`config.mk`:
```
export PLATFORM = sky130hd
export DESIGN_NAME = servant_periph_flat
export DESIGN_NICKNAME = d
export VERILOG_FILES = /design/src/rtl/servant_periph_pkg.sv /design/src/rtl/servant_periph_if.sv /design/src/rtl/servant_periph_chan.sv /design/src/rtl/servant_periph.sv /design/src/flat_wrapper.sv
export SDC_FILE = /design/constraint.sdc
export NUM_CORES = 1
export LEC_CHECK = 0
export ABC_AREA = 1
export BUFFER_PORTS_ARGS = -buffer_cell sky130_fd_sc_hd__buf_2
export CAP_MARGIN = 20
export CORE_AREA = 8 8 192 194
export CTS_BUF_LIST = sky130_fd_sc_hd__clkbuf_4
export DETAILED_ROUTE_END_ITERATION = 8
export DIE_AREA = 0 0 200 202
export SLEW_MARGIN = 5
export SYNTH_ARGS = -nofsm -noshare
export SYNTH_HDL_FRONTEND = slang
export SYNTH_HIERARCHICAL = 1
export SYNTH_SLANG_ARGS = --single-unit
```
`constraint.sdc`:
```
create_clock -name i_clk -period 2 [get_ports i_clk]
set_input_delay 0.4 -clock i_clk [delete_from_list [all_inputs] [get_ports i_clk]]
set_output_delay 0.4 -clock i_clk [all_outputs]
set_load 0.01 [all_outputs]
```
`src/rtl/servant_periph_pkg.sv`:
```
// Shared constants and helpers for the servant peripheral: register word indices
// and the byte-lane write merge used by every byte-enabled register.
package servant_periph_pkg;

  localparam logic [3:0] REG_GPIO_OUT   = 4'd0;
  localparam logic [3:0] REG_GPIO_IN    = 4'd1;
  localparam logic [3:0] REG_MTIME      = 4'd2;
  localparam logic [3:0] REG_IRQ_STATUS = 4'd3;
  localparam logic [3:0] REG_IRQ_ENABLE = 4'd4;
  localparam logic [3:0] REG_PRESCALE   = 4'd5;
  localparam logic [3:0] REG_CMP_BASE   = 4'd8;

  localparam int unsigned NUM_CH_MAX = 8;

  function automatic logic [31:0] be_merge(input logic [31:0] cur, input logic [31:0] wdat,
                                           input logic [3:0] sel);
    logic [31:0] res;
    res = cur;
    for (int b = 0; b < 4; b++) begin
      if (sel[b]) res[8*b +: 8] = wdat[8*b +: 8];
    end
    return res;
  endfunction

endpackage

```
`src/rtl/servant_periph_if.sv`:
```
// Wishbone slave bus bundle for the servant peripheral (classic cycle, one-cycle ack).
interface servant_periph_if;
  logic [3:0]  adr;
  logic [31:0] dat;
  logic [3:0]  sel;
  logic        we;
  logic        cyc;
  logic [31:0] rdt;
  logic        ack;

  modport master (output adr, output dat, output sel, output we, output cyc,
                  input rdt, input ack);
  modport slave  (input adr, input dat, input sel, input we, input cyc,
                  output rdt, output ack);
endinterface

```
`src/rtl/servant_periph_chan.sv`:
```
// One compare channel: byte-writable compare value and a sticky match flag.
module servant_periph_chan import servant_periph_pkg::*; #(
  parameter int unsigned TIMER_W = 32,
  parameter bit          RST_CNT = 1'b1
) (
  input  logic               clk,
  input  logic               rst,
  input  logic               tick,
  input  logic [TIMER_W-1:0] mtime,
  input  logic               cmp_we,
  input  logic [31:0]        cmp_wdat,
  input  logic [3:0]         cmp_sel,
  input  logic               w1c,
  output logic [TIMER_W-1:0] cmp,
  output logic               status
);

  logic [TIMER_W-1:0] cmp_q, cmp_d;
  logic               status_q, status_d;

  always_comb begin
    cmp_d    = cmp_q;
    status_d = status_q;
    if (cmp_we) cmp_d = TIMER_W'(be_merge(32'(cmp_q), cmp_wdat, cmp_sel));
    if (w1c) status_d = 1'b0;
    // Compare against the old compare value so a fresh write cannot self-trigger;
    // a match overrides a simultaneous clear.
    if (tick && (mtime == cmp_q)) status_d = 1'b1;
  end

  always_ff @(posedge clk) begin
    if (rst) status_q <= 1'b0;
    else     status_q <= status_d;
  end

  always_ff @(posedge clk) begin
    if (RST_CNT && rst) cmp_q <= '1;
    else                cmp_q <= cmp_d;
  end

  assign cmp    = cmp_q;
  assign status = status_q;

endmodule

```
`src/rtl/servant_periph.sv`:
```
// Servant GPIO + timer peripheral: GPIO out/in, free-running counter, NUM_CH compare
// channels with masked irq. Define SERVANT_PERIPH_PRESCALE_EN to add the tick prescaler.
module servant_periph import servant_periph_pkg::*; #(
  parameter int unsigned GPIO_W         = 8,
  parameter int unsigned NUM_CH         = 2,
  parameter int unsigned TIMER_W        = 32,
  parameter string       RESET_STRATEGY = "MINI"
) (
  input  logic                i_clk,
  input  logic                i_rst,
  servant_periph_if.slave     wb,
  input  logic [GPIO_W-1:0]   i_gpio,
  output logic [GPIO_W-1:0]   o_gpio,
  output logic                o_irq
);

  localparam bit RstCnt = (RESET_STRATEGY != "NONE");

  logic               ack_q;
  logic [31:0]        rdt_q, rd_data;
  logic [GPIO_W-1:0]  gpio_out_q, gpio_out_d, sync1_q, sync2_q;
  logic [NUM_CH-1:0]  enable_q, enable_d, status;
  logic [TIMER_W-1:0] mtime_q, mtime_d;
  logic [TIMER_W-1:0] cmp [NUM_CH];
  logic               req, wr, tick;

  assign req = wb.cyc & ~ack_q;
  assign wr  = req & wb.we;

`ifdef SERVANT_PERIPH_PRESCALE_EN
  logic [15:0] prescale_q, prescale_d, div_q, div_d;

  assign tick = (div_q == prescale_q);

  always_comb begin
    prescale_d = prescale_q;
    div_d      = tick ? 16'd0 : div_q + 16'd1;
    if (wr && wb.adr == REG_PRESCALE) begin
      prescale_d = 16'(be_merge(32'(prescale_q), wb.dat, wb.sel));
      div_d      = 16'd0;
    end
  end

  always_ff @(posedge i_clk) begin
    if (i_rst) begin
      prescale_q <= 16'd0;
      div_q      <= 16'd0;
    end else begin
      prescale_q <= prescale_d;
      div_q      <= div_d;
    end
  end
`else
  assign tick = 1'b1;
`endif

  always_comb begin
    gpio_out_d = gpio_out_q;
    enable_d   = enable_q;
    mtime_d    = tick ? mtime_q + 1'b1 : mtime_q;
    if (wr && wb.adr == REG_GPIO_OUT) begin
      gpio_out_d = GPIO_W'(be_merge(32'(gpio_out_q), wb.dat, wb.sel));
    end
    if (wr && wb.adr == REG_IRQ_ENABLE) begin
      enable_d = NUM_CH'(be_merge(32'(enable_q), wb.dat, wb.sel));
    end
    if (wr && wb.adr == REG_MTIME) begin
      mtime_d = TIMER_W'(be_merge(32'(mtime_q), wb.dat, wb.sel));
    end
  end

  always_comb begin
    rd_data = 32'd0;
    case (wb.adr)
      REG_GPIO_OUT:   rd_data = 32'(gpio_out_q);
      REG_GPIO_IN:    rd_data = 32'(sync2_q);
      REG_MTIME:      rd_data = 32'(mtime_q);
      REG_IRQ_STATUS: rd_data = 32'(status);
      REG_IRQ_ENABLE: rd_data = 32'(enable_q);
`ifdef SERVANT_PERIPH_PRESCALE_EN
      REG_PRESCALE:   rd_data = 32'(prescale_q);
`endif
      default: begin
        for (int k = 0; k < NUM_CH; k++) begin
          if (wb.adr == REG_CMP_BASE + 4'(k)) rd_data = 32'(cmp[k]);
        end
      end
    endcase
  end

  always_ff @(posedge i_clk) begin
    if (i_rst) begin
      ack_q      <= 1'b0;
      rdt_q      <= 32'd0;
      gpio_out_q <= '0;
      sync1_q    <= '0;
      sync2_q    <= '0;
      enable_q   <= '0;
    end else begin
      ack_q      <= req;
      rdt_q      <= req ? rd_data : 32'd0;
      gpio_out_q <= gpio_out_d;
      sync1_q    <= i_gpio;
      sync2_q    <= sync1_q;
      enable_q   <= enable_d;
    end
  end

  always_ff @(posedge i_clk) begin
    if (RstCnt && i_rst) mtime_q <= '0;
    else                 mtime_q <= mtime_d;
  end

  for (genvar k = 0; k < NUM_CH; k++) begin : g_chan
    servant_periph_chan #(
      .TIMER_W (TIMER_W),
      .RST_CNT (RstCnt)
    ) u_chan (
      .clk      (i_clk),
      .rst      (i_rst),
      .tick     (tick),
      .mtime    (mtime_q),
      .cmp_we   (wr && (wb.adr == REG_CMP_BASE + 4'(k))),
      .cmp_wdat (wb.dat),
      .cmp_sel  (wb.sel),
      .w1c      (wr && (wb.adr == REG_IRQ_STATUS) && wb.sel[0] && wb.dat[k]),
      .cmp      (cmp[k]),
      .status   (status[k])
    );
  end

  assign wb.ack = ack_q;
  assign wb.rdt = rdt_q;
  assign o_gpio = gpio_out_q;
  assign o_irq  = |(status & enable_q);

endmodule

```
`src/flat_wrapper.sv`:
```
// flat-port wrapper written by rule: the top's interface ports become plain ports
module servant_periph_flat import servant_periph_pkg::*;
#(
  parameter int unsigned GPIO_W         = 8,
  parameter int unsigned NUM_CH         = 2,
  parameter int unsigned TIMER_W        = 32,
  parameter string       RESET_STRATEGY = "    "
)
  (i_clk, i_rst, i_gpio, o_gpio, o_irq, wb_adr, wb_dat, wb_sel, wb_we, wb_cyc, wb_rdt, wb_ack);
  servant_periph_if wb_i ();
  input  logic i_clk;
  input  logic i_rst;
  input  logic [GPIO_W-1:0] i_gpio;
  output logic [GPIO_W-1:0] o_gpio;
  output logic o_irq;
  input wire logic [$bits(wb_i.adr)-1:0] wb_adr;
  input wire logic [$bits(wb_i.dat)-1:0] wb_dat;
  input wire logic [$bits(wb_i.sel)-1:0] wb_sel;
  input wire logic [$bits(wb_i.we)-1:0] wb_we;
  input wire logic [$bits(wb_i.cyc)-1:0] wb_cyc;
  output wire logic [$bits(wb_i.rdt)-1:0] wb_rdt;
  output wire logic [$bits(wb_i.ack)-1:0] wb_ack;
  assign wb_i.adr = wb_adr;
  assign wb_i.dat = wb_dat;
  assign wb_i.sel = wb_sel;
  assign wb_i.we = wb_we;
  assign wb_i.cyc = wb_cyc;
  assign wb_rdt = wb_i.rdt;
  assign wb_ack = wb_i.ack;
  servant_periph #(.GPIO_W(GPIO_W), .NUM_CH(NUM_CH), .TIMER_W(TIMER_W), .RESET_STRATEGY(RESET_STRATEGY)) u_core (.i_clk(i_clk), .i_rst(i_rst), .wb(wb_i), .i_gpio(i_gpio), .o_gpio(o_gpio), .o_irq(o_irq));
endmodule
```
==> results of run 1 <==
layer usage:
layer  share of wire, %  vias to the layer above  GRT usage (%)
li1                   -                     4401              -
met1                 46                     3984           19.0
met3                7.3                       47           3.26
met4                2.1                        6           5.07
met2                 45                      309           22.5
met5               0.12                        -              0
cells in the mapped netlist (3+ instances only):
| cell type | count |
|---|---|
| nor2_1 | 130 |
| nand3_1 | 157 |
| a31oi_1 | 16 |
| dfxtp_1 | 157 |
| xor2_1 | 9 |
| nor2_2 | 9 |
| o211ai_1 | 55 |
| o22ai_1 | 7 |
| o21ai_1 | 6 |
| buf_2 | 18 |
| inv_1 | 177 |
| a21oi_1 | 34 |
| o21ai_0 | 34 |
| inv_2 | 19 |
| clkbuf_1 | 21 |
| xnor2_1 | 18 |
| nand2_1 | 410 |
| nand2_2 | 4 |
| nor2_4 | 3 |
| nand3_2 | 3 |
| buf_1 | 4 |
layout make-up:
type	count	area, µm²	share of cell area [%]
Antenna cell	2	5.00	0.0498
Clock buffer	17	128	1.27
Clock inverter	15	126	1.26
Inverter	196	736	7.32
Multi-Input combinational cell	912	4260	42.4
Sequential cell	157	3150	31.3
Tap cell	455	569	5.67
Timing Repair Buffer	161	1080	10.8
cells by family after synthesis:
logic type / share of synthesized area [%]
XOR/XNOR: 2.84
buffers and inverters: 11.5
AND/OR/NAND/NOR: 36.2
other: 0.0450
flip-flops: 37.7
adder cells (fa/ha/maj): 0.150
AO/OA/AOI/OAI: 11.6
path summary, 6_finish.rpt:
path,cells past startpoint,to,from,slack (ns)
setup / recovery,8,u_core/mtime_q[19]$_SDFFE_PP0P_,u_core/mtime_q[8]$_SDFFE_PP0P_,0.14
hold / removal,3,u_core/g_chan[1].u_chan/cmp[27]$_SDFFE_PP1P_,wb_dat[27],0.06
hold reg to reg,2,u_core/sync2_q[3]$_SDFF_PP0_,u_core/sync1_q[3]$_SDFF_PP0_,0.41
setup reg to reg,8,u_core/mtime_q[19]$_SDFFE_PP0P_,u_core/mtime_q[8]$_SDFFE_PP0P_,0.14
flip-flops by register name, indices dropped and copies added, names as in the netlist:
register / flops
u_core/sync1_q: 8
u_core/wb.rdt: 32
u_core/o_gpio: 8
u_core/wb.ack: 1
u_core/sync2_q: 8
u_core/g_chan.u_chan/cmp: 64
u_core/mtime_q: 32
u_core/g_chan.u_chan/status: 2
u_core/enable_q: 2
cell usage in the layout (no fill, tap or decap), types with 9 or more instances in the layout:
cell type	netlist	layout
nand2_1	410	410
inv_1	177	177
nand3_1	157	157
dfxtp_1	157	154
nor2_1	130	127
buf_2	18	93
o211ai_1	55	55
buf_4	2	42
o21ai_0	34	34
a21oi_1	34	34
dlygate4sd3_1	0	22
inv_2	19	19
xnor2_1	18	18
clkbuf_4	0	17
a31oi_1	16	16
nor2_2	9	10
xor2_1	9	9
repair_timing:
item | CTS | global route
hold buffers | 22 | 0
endpoints found under the setup margin | 0 | 9
resized for setup | 0 | 5
hold endpoints to repair | 30 | 0
metrics by stage:
stage	power, W	worst slack (ns)
floorplan	0.00351	0.199
global placement	0.00375	0.163
detailed placement	0.00375	0.140
CTS	0.00572	0.108
global route	0.00591	0.000787
finish	0.00563	0.135
worst reg2reg max path, cell delays in order (launching register included):
cell and delay [ns]:
dfxtp_1 0.56, nand2_1 0.15, nor2_1 0.22, nand2_1 0.08, nor2_1 0.28, nand2_1 0.12
xnor2_1 0.14, o21ai_0 0.15, inv_1 0.05
where the power goes:
| group | switching [W] | internal, W |
|---|---|---|
| sequential | 0.0000324 | 0.00318 |
| combinational | 0.000324 | 0.000187 |
| clock | 0.00138 | 0.000537 |
| total | 0.00173 | 0.00390 |
==> flow_summary.ini, run 1 <==
[run_status]
status = complete, no violations

[power]
p_per_area_nw_per_um2 = 561
max-vdd-ir-drop_mv = 0.327
leakagePower_nw = 4.51

[critical_path]
cp.arrival_ns = 2.36
critical-path-max-stage-delay_ns = 0.56
cp-end-kind = flip-flop
worstPathRequired_ns = 2.49
critPathBufInv = 1
path_class = flip-flop to flip-flop
crit_path_frequent_cell = nand2_1
startpoint_type = flip-flop
critPathSlowestCell = dfxtp_1
cpLargestDelayFamily = simple AND/OR/NAND/NOR gates
crit_chain = nand2_1 -> nor2_1 -> nand2_1 -> nor2_1 -> nand2_1 -> xnor2_1 -> o21ai_0 -> inv_1
crit_fanout = 9

[cts]
insertion_delay_ns = 0.61
cts_setup_buffers = 0
clk_pin_slew_ns = 0.17
cts_tree = yes
clock-sinks = 157
cts_root_buffer = clkbuf_4
htreeDepth = 4
cts_inserted_buffers = 17
cts_buffer_depth = 2

[logic_synthesis]
syn_area_um2 = 8340
synth_area_leaders = dfxtp_1 (38%), nand2_1 (18%), nand3_1 (9.4%)
synth-seq-area-share_pct = 37.7
avgSynthCellArea_um2 = 6.36
ys.flop_type = dfxtp_1
ys_types = 34
yosysTopAreaCell = dfxtp_1
synth_cells = 1311
async_flop_share_pct = 0
synth_top_area_share_pct = 37.7
synth-edff-count = 0
synth.yosys.warnings = 6
ys_ff_latch = 157

[sta]
hold_viol_final = 0
fmax_mhz = 536
drv_slew = 0
worst_hold_slack_ns = 0.0601
fin_crit_sh_pct = 93.2
clock_skew_ns = 0.0380
rsz0062_at_grt = no
slew-limit-headroom_pct = 62.9
worst_pin_slew_ns = 0.555
setup_violations = 0
fin_setup_tns_ns = 0
period_needed_ns = 1.86

[place]
place_inst = 1859
place.gp.congestion = 0.882
hpwl_mm = 21.7
numPortBuffers = 93
placed_cell_area_um2 = 9560

[grt]
antenna_found_initial = 5
overflow = 0
grt_max_degree = 65
grt_pass1_wl_mm = 45.7
grt_pass1_vias = 8333
gr-usage-all-layers_pct = 14.4

[floorplan]
row_count = 68
core_um2 = 33900
pin_count = 94
die_height_um = 202
die_area_um2 = 40400
start_util_pct = 24.6
chipWidth_um = 200

[cells_and_area]
fin_nets = 1498
fillers = 3778
area_growth_pct = 20.5
utilization_pct = 29.6
drive_above_1_share_pct = 14.8
stdcell_count = 1915
final_area_um2 = 10000

[flow_run]
cap_violations = 0

[detailed_routing]
drtIter0Drc = 741
viasPerCell = 4.57
drc = 0
vias = 8747
wire_per_inst_um = 15.0
drt_wl_total_mm = 28.7
first_pass_iters = 6
ant_nets = 0

[min_path]
min_path_type = input port to flip-flop
Note: power is estimated with default switching activity, not from simulation.
==> run 2, diff against run 1 <==
--- a/config.mk
+++ b/config.mk
@@ -12,6 +12,7 @@
 export CTS_BUF_LIST = sky130_fd_sc_hd__clkbuf_4
 export DETAILED_ROUTE_END_ITERATION = 8
 export DIE_AREA = 0 0 200 202
+export REMOVE_ABC_BUFFERS = 1
 export SLEW_MARGIN = 5
 export SYNTH_ARGS = -nofsm -noshare
 export SYNTH_HDL_FRONTEND = slang
==> run 2 against run 1 <==
Design area decreased by 0.29%. Maximum frequency grew 3.4%. Register-to-register slack better by 0.06 ns. Power grew 0.67%. Sequential cell count did not move. Global-route usage decreased by 0.38 points. Worst hold slack got worse by 0.024 ns. Combinational power decreased by 4.3%. Die area is the same. Highest routed layer unchanged.
==> flow_summary.ini, run 2 (synthesis results as in run 1) <==
[run_status]
status = complete, no violations

[critical_path]
cp.depth = 9
worstPathRequired_ns = 2.54
path_class = flip-flop to flip-flop
worst-r2r-cell-count = 9
endpoint = u_core/mtime_q[28]$_SDFFE_PP0P_
startpoint_type = flip-flop
crit_chain = ha_1 -> nand2_1 -> nor2_2 -> inv_1 -> nor2_1 -> nand3_1 -> nand3_1 -> nand2_1 -> a21oi_1
critPathBufInv = 1
regToRegSetupSlack_ns = 0.20
cp.arrival_ns = 2.35
cpLargestDelayFamily = simple AND/OR/NAND/NOR gates
cp-end-kind = flip-flop
cp-startpoint = u_core/mtime_q[1]$_SDFFE_PP0P_
r2r-start = u_core/mtime_q[1]$_SDFFE_PP0P_
critical-path-max-stage-delay_ns = 0.43
r2r-end = u_core/mtime_q[28]$_SDFFE_PP0P_
crit_fanout = 8
critPathSlowestCell = dfxtp_2

[cts]
cts_root_buffer = clkbuf_4
cts_inserted_buffers = 17
htreeDepth = 4
clock-sinks = 157
cts_buffer_depth = 2
insertion_delay_ns = 0.60
cts_tree = yes
cts_setup_buffers = 0
clk_pin_slew_ns = 0.17

[power]
p_per_area_nw_per_um2 = 566
finalPower_w = 0.00567
pwr-share-seq_pct = 56.7
clkPwrFrac_pct = 34.7
combPwrFrac_pct = 8.6
max-vdd-ir-drop_mv = 0.416
p_switching_w = 0.00176
leakagePower_nw = 4.49
p_sw_share_pct = 31.1
cell_internal_pwr_w = 0.00391

[detailed_routing]
viasPerCell = 4.52
drt_wl_total_mm = 28.0
ant_nets = 0
vias = 8641
wire_per_inst_um = 14.6
first_pass_iters = 4
drc = 0
drtIter0Drc = 564

[floorplan]
chipWidth_um = 200
core_um2 = 33900
die_area_um2 = 40400
start_util_pct = 24.6
row_count = 68
pin_count = 94
die_height_um = 202

[place]
hpwl_mm = 21.5
place.gp.congestion = 0.893
place_inst = 1861
dp_slack_ns = -0.00105
numPortBuffers = 93

[cells_and_area]
final_common_cell = nand2_1
drive_above_1_share_pct = 15.1
multi_input_area_um2 = 4250
stdcell_count = 1911
fin_nets = 1493
regArea_um2 = 3150
largest_reg_flops = 64
utilization_pct = 29.5
layout_common_cells = nand2_1 (410), inv_1 (177), nand3_1 (157)
area_growth_pct = 20.2
fillers = 3790

[sta]
hold_viol_final = 0
timing.final.ws_setup_ns = 0.196
drv_slew = 0
period_needed_ns = 1.80
slew-limit-headroom_pct = 62.3
setup_violations = 0
worst_pin_slew_ns = 0.565
fin_setup_tns_ns = 0
fmax_mhz = 554
fin_crit_sh_pct = 90.2
rsz0062_at_grt = no
clock_skew_ns = 0.0305

[grt]
use_met3_pct = 3.24
grt_busiest_layer = met2
use_met2_pct = 22.8
grt_pass1_wl_mm = 45.0
use_met1_pct = 17.9
grt_max_degree = 52
grt_pass1_vias = 8460
overflow = 0
gr-usage-all-layers_pct = 14.0
antenna_found_initial = 7

[min_path]
min_path_type = input port to flip-flop

[flow_run]
cap_violations = 0
==> run 2: layout make-up <==
cell class                      count  area share (%)
Antenna cell                        3          0.0749
Clock buffer                       17            1.27
Clock inverter                     15            1.55
Inverter                          196            7.34
Multi-Input combinational cell    912            42.4
Sequential cell                   157            31.4
Tap cell                          455            5.68
Timing Repair Buffer              156            10.2
==> run 2: how the worst min path moves through the flow <==
stage / slack (ns) / end / cells past startpoint / startpoint
6_report: 0.04 / u_core/sync1_q[6]$_SDFF_PP0_ / 3 / i_gpio[6]
3_5_place_dp: 0.39 / u_core/sync2_q[6]$_SDFF_PP0_ / 2 / u_core/sync1_q[6]$_SDFF_PP0_
2_1_floorplan: 0.39 / u_core/sync2_q[0]$_SDFF_PP0_ / 2 / u_core/sync1_q[0]$_SDFF_PP0_
3_3_place_gp: 0.40 / u_core/sync2_q[6]$_SDFF_PP0_ / 2 / u_core/sync1_q[6]$_SDFF_PP0_
5_1_grt: 0.006 / u_core/sync1_q[6]$_SDFF_PP0_ / 3 / i_gpio[6]
4_1_cts: 0.003 / u_core/g_chan[1].u_chan/cmp[22]$_SDFFE_PP1P_ / 3 / wb_dat[22]
==> run 2: routing by layer <==
metal / wire, µm / vias to the layer above
met5: 37 / -
met4: 602 / 8
met3: 1670 / 44
met2: 13000 / 220
met1: 12700 / 3968
li1: - / 4401
==> run 2: power groups by stage <==
stage | Sequential, W | Clock (W) | Combinational [W]
floorplan | 0.00328 | 0 | 0.000202
global placement | 0.00328 | 0 | 0.000465
detailed placement | 0.00328 | 0 | 0.000469
CTS | 0.00321 | 0.00206 | 0.000494
global route | 0.00322 | 0.00220 | 0.000542
finish | 0.00321 | 0.00197 | 0.000489
==> run 2: metrics by stage <==
step	hold WS, ns	cell area [µm²]
global route	0.00638	10000
CTS	0.00257	10000
floorplan	0.388	8120
global placement	0.397	9570
detailed placement	0.394	9570
finish	0.0365	10000
==> run 2: worst min-delay path: cells and delay by family <==
family        cells  cell delay [ns]
buf+inv           2             0.16
simple gates      1             0.04
==> run 2: what timing repair did <==
action                                  4_1_cts  5_1_grt
hold buffers                                 15        0
endpoints found under the setup margin        0       10
hold endpoints to repair                     20        0
gates resized for setup                       0        4
